[config.mk]
export PLATFORM = sky130hd
export DESIGN_NAME = lut_n
export DESIGN_NICKNAME = d
export VERILOG_FILES = /design/src/rtl/lut_n_pkg.sv /design/src/rtl/lut_n_thermo_to_bin.sv /design/src/rtl/lut_n.sv
export SDC_FILE = /design/constraint.sdc
export NUM_CORES = 1
export LEC_CHECK = 0
export ABC_AREA = 0
export BUFFER_PORTS_ARGS = -buffer_cell sky130_fd_sc_hd__buf_2
export CAP_MARGIN = 20
export CORE_UTILIZATION = 27
export CTS_BUF_LIST = sky130_fd_sc_hd__clkbuf_2
export CTS_CLUSTER_SIZE = 16
export DETAILED_ROUTE_END_ITERATION = 10
export SLEW_MARGIN = 20
export SYNTH_ARGS = -nofsm -noshare
export SYNTH_HDL_FRONTEND = slang
export SYNTH_SLANG_ARGS = --single-unit
[constraint.sdc]
create_clock -name clk -period 0.8 [get_ports clk]
set_input_delay 0.16 -clock clk [delete_from_list [all_inputs] [get_ports clk]]
set_output_delay 0.16 -clock clk [all_outputs]
set_load 0.02 [all_outputs]
[src/rtl/lut_n_pkg.sv]
// Shared constants and the corner tables for the drive-period -> tuning-state lookup.
// Tables are elaboration-time constants: each instance folds its own table into comparators.
package lut_n_pkg;

  localparam int NW          = 14;
  localparam int SW          = 7;
  localparam int N_MIN       = 666;
  localparam int N_MAX       = 5000;
  localparam int N_CORNERS   = (1 << SW) - 1;
  localparam int ID_SERIES   = 1;
  localparam int ID_PARALLEL = 2;

  typedef logic [NW-1:0] cnt_t;
  typedef logic [SW-1:0] state_t;

  // CORNER[k] is the period at which state k begins; strictly descending in k.
  // Series spans 5000..667, parallel spans 4900..700; every step is >= 33 counts.
  function automatic cnt_t corner(input integer id, input integer k);
    integer v;
    v = 0;
    if (k >= 1 && k <= N_CORNERS) begin
      case (id)
        ID_SERIES:   v = N_MAX - ((k - 1) * 4333) / (N_CORNERS - 1);
        ID_PARALLEL: v = 4900  - ((k - 1) * 4200) / (N_CORNERS - 1);
        default:     v = 0;
      endcase
    end
    return v[NW-1:0];
  endfunction

  function automatic bit lookup_enabled(input integer id);
    return (id == ID_SERIES) || (id == ID_PARALLEL);
  endfunction

endpackage

[src/rtl/lut_n_thermo_to_bin.sv]
// Thermometer-to-binary encoder: counts the set bits of a (2^SW - 1)-bit compare vector.
// A popcount rather than a priority encoder, so a stray bubble still lands on a sane state.
module thermo_to_bin #(
  parameter int SW = 7
) (
  input  logic [(1<<SW)-2:0] thermo,
  output logic [SW-1:0]      bin
);

  localparam int NT = (1 << SW) - 1;

  always_comb begin
    bin = '0;
    for (int i = 0; i < NT; i++) begin
      bin = bin + SW'(thermo[i]);
    end
  end

endmodule

[src/rtl/lut_n.sv]
// Drive-period to capacitor-bank tuning-state lookup, one corner table per instance.
// Thermometer compare against constant corners, popcount, one output register.
module lut_n #(
  parameter int LOOKUP_ID = 1,
  parameter int NW        = 14,
  parameter int SW        = 7
) (
  input  logic          clk,
  input  logic          rst,
  input  logic [NW-1:0] n_clk_cnts,
  output logic [SW-1:0] state
);

  import lut_n_pkg::*;

  localparam int NK = (1 << SW) - 1;

  if (lookup_enabled(LOOKUP_ID)) begin : g_lut
    logic [NK-1:0] thermo;
    logic [SW-1:0] next_state;

    // Bit k-1 set when n lies below CORNER[k]; descending corners make this a thermometer.
    for (genvar k = 1; k <= NK; k++) begin : g_cmp
      localparam logic [NW-1:0] CK = NW'(corner(LOOKUP_ID, k));
      assign thermo[k-1] = n_clk_cnts < CK;
    end

    thermo_to_bin #(.SW(SW)) u_t2b (
      .thermo (thermo),
      .bin    (next_state)
    );

    // A zero count means no measurement: hold the bank rather than slew it.
    always_ff @(posedge clk or posedge rst) begin
      if (rst)
        state <= '0;
      else if (n_clk_cnts != '0)
        state <= next_state;
    end
  end else begin : g_off
    logic unused_inputs;
    assign unused_inputs = clk ^ rst ^ (^n_clk_cnts);
    assign state = '0;
  end

endmodule

==> flow_summary.json <==
{
  "root_buffer": "clkbuf_2",
  "wl_um": 30680,
  "cts_tree": "built",
  "grt_pass1_vias": 7217,
  "power_leakage_nw": 4.386,
  "hold_class": "in -> async",
  "avgSynthCellArea_sq_um": 8.014,
  "p_sw_frac": 0.4891,
  "drc": 0,
  "drv_cap": 0,
  "synth.distinct_cells": 62,
  "gr-usage-all-layers": 0.2785,
  "floorplan.initialDensity": 0.2758,
  "synth_async_sr_flop_share": 1.000,
  "setup_tns_ns": -47.16,
  "clk_latency_ns": 0.22,
  "relSlewSlack": 0.3368,
  "ir_drop_mv": 4.703,
  "status": "finished with violations",
  "fin_crit_ns": 7.649,
  "die_area_sq_mm": 0.02289,
  "synth-main-ff-cell": "dfrtp_1",
  "crit_fanout": 8,
  "critPathTopFamily": "adder cells",
  "setup_viol": 14,
  "fill_cells": 2269,
  "first_pass_iters": 5,
  "antennaDiodeCount": 0,
  "synth_area_sq_mm": 0.006018,
  "rsz0062_at_grt": "true",
  "drtIter0Drc": 617,
  "via_per_inst": 5.341,
  "worst_path_max_delay_cell": "fa_1",
  "clkTransAtPathRegs_ns": 0.07,
  "ios": 23,
  "core_sq_mm": 0.02182,
  "period_share": 9.562,
  "dp_hpwl_um": 26610,
  "area_delta_synth_final_pct": 51.66,
  "netlist_instances": 751,
  "p_sw_mw": 15.52,
  "htree_levels": 1,
  "max_freq_mhz": 130.7,
  "largest_reg_flops": 7,
  "crit_top_cell": "fa_1",
  "top_register": "state",
  "pwr-share-comb": 0.966,
  "violations": "negative setup slack",
  "rows": 54,
  "grt_max_degree": 20,
  "ys_seq_area_frac": 0.02911,
  "worst_pin_slew_ns": 0.9820,
  "drtAntennaViolNets": 0,
  "cp.required_ns": 0.91,
  "synth_edf_count": 0,
  "worst_setup_path_end_kind": "flip-flop",
  "fin_skew_ns": 0,
  "drive_above_1_share": 0.4254,
  "slew_viol_final": 0,
  "arrival_ns": 7.76,
  "path_class": "in -> reg",
  "synth_fp_nets": 907,
  "grt_overflow": 0,
  "p_per_area_mw_per_mm2": 3475,
  "wl_per_cell_um": 23.51,
  "ys_ff_latch": 7,
  "place_congestion": 1.049,
  "largestRegisters": "state: 7 flops",
  "grt_antenna_before_repair": 0,
  "clock-sinks": 7,
  "place_ws_ns": -7.327,
  "p_clk_frac": 0.008,
  "post-route-util": 0.4182,
  "dr_total_vias": 6970,
  "intPower_mw": 16.21,
  "port_buffers": 22,
  "start_kind": "input pin",
  "fin_nets": 1182,
  "slowest_delay_ns": 0.61,
  "die_h_um": 151.3,
  "yosysWarnings": 0,
  "seq_power_share": 0.026,
  "timing_hold_violations_final": 0,
  "grt_pass1_wl_um": 45510,
  "worst_slack_ns": -6.849,
  "die_x_um": 151.3,
  "cts_max_path_buffers": 2,
  "cts_made_buffers": 3,
  "crit_buf_inv": 6
}
## cell usage in the layout, fill, tap and decap left out, types with 6 or more instances in the layout
master,instances
a21o_1,20
a21oi_1,50
a21oi_2,14
a31oi_1,11
buf_12,8
buf_4,293
buf_6,20
dfrtp_1,7
fa_1,112
ha_1,25
inv_1,102
nand2_1,52
nand2_2,10
nand3_1,10
nor2_1,31
nor2_2,9
nor3_2,6
o21a_1,11
o21ai_0,60
o21ai_1,21
o21ai_2,7
o31ai_1,7
## through the flow
| step | hold slack, ns | total power [mW] | area [sq um] | std cells |
|---|---|---|---|---|
| after CTS | 0.3921 | 30.90 | 9040 | 1301 |
| final | 0.4217 | 31.72 | 9128 | 1305 |
| after global routing | 0.4304 | 33.60 | 9128 | 1305 |
| after floorplan | -0.03660 | 21.16 | 6107 | 751 |
| after global placement | 0.09212 | 28.83 | 8487 | 1283 |
| after detailed placement | 0.09893 | 28.83 | 8487 | 1283 |
## kinds of logic after synthesis
group | Yosys count | share of synthesized area
fa+ha+maj | 140 | 0.4333
simple gates | 179 | 0.1532
mux | 2 | 0.003742
buf+inv | 165 | 0.1148
xor+xnor | 4 | 0.005822
flops | 7 | 0.02911
compound gates | 254 | 0.2601
## routing by layer
metal,GRT usage,wire [um]
met1,0.3705,12550
met3,0.04337,2591
met4,0.1455,1974
met5,0,0
met2,0.4338,13560
## worst register-to-register path, delay by kind of cell, from the launching register on
family,cells,cell delay (ns)
buffers and inverters,1,0.14
DFF,1,0.40
muxes,1,0.25
## area by class of cell
class	instances	area [sq um]	share of cell area
Clock buffer	4	20.02	0.002193
Inverter	107	401.6	0.04400
Multi-Input combinational cell	579	5545	0.6075
Sequential cell	7	175.2	0.01919
Tap cell	280	350.3	0.03838
Timing Repair Buffer	328	2635	0.2887
## repair_timing
action	CTS	global route
gates resized for setup	139	15
hold buffers	1	0
cloned	0	0
buffers inserted	15	5
setup endpoints to repair	14	14
endpoints found under the hold margin	7	0
pin swaps	54	15
## synth_stat cells, types with 3 or more instances
library cell  number  area share
fa_1             114        0.38
inv_1            107       0.067
o21ai_0           87       0.072
a21oi_1           65       0.054
nand2_1           62       0.039
nor2_1            44       0.027
buf_2             27       0.022
ha_1              26       0.054
clkbuf_1          22       0.014
a21o_1            20       0.025
a31oi_1           14       0.015
o21a_1            12       0.015
nand3_1           11      0.0091
nor3_1             9      0.0075
o31ai_1            9       0.011
a211oi_1           7      0.0087
dfrtp_1            7       0.029
and3_1             6      0.0062
o41ai_1            6      0.0087
and2_1             5      0.0052
o31a_1             5      0.0073
or3_1              5      0.0052
buf_4              4      0.0050
nand2b_1           4      0.0042
nand4_1            4      0.0042
or2_1              4      0.0042
or2_2              4      0.0042
a31o_2             3      0.0044
and4_1             3      0.0044
buf_6              3      0.0056
nor4_1             3      0.0031
o211a_1            3      0.0050
o211ai_1           3      0.0037
o221ai_1           3      0.0044
o311ai_0           3      0.0044
xor2_1             3      0.0044
## power groups by stage
| stage | combinational, mW | clock (mW) | sequential [mW] |
|---|---|---|---|
| final | 30.6 | 0.258 | 0.833 |
| after global routing | 32.5 | 0.288 | 0.808 |
| after CTS | 29.8 | 0.272 | 0.815 |
| after detailed placement | 28.0 | 0 | 0.796 |
| after global placement | 28.0 | 0 | 0.796 |
| after floorplan | 20.2 | 0 | 0.993 |
## worst paths after layout
path / slack [ns] / to / startpoint / depth (start not counted)
max: -6.85 / state[6]$_DFFE_PP0P_ / n_clk_cnts[6] / 26
min: 0.42 / state[1]$_DFFE_PP0P_ / rst / 3
max reg2reg: -0.11 / state[1]$_DFFE_PP0P_ / state[1]$_DFFE_PP0P_ / 2
min reg2reg: 0.51 / state[4]$_DFFE_PP0P_ / state[4]$_DFFE_PP0P_ / 2
max in group asynchronous: 0.17 / state[3]$_DFFE_PP0P_ / rst / 3
min in group clk: 0.51 / state[4]$_DFFE_PP0P_ / state[4]$_DFFE_PP0P_ / 2
No activity file was read; power rests on OpenSTA's default activity.
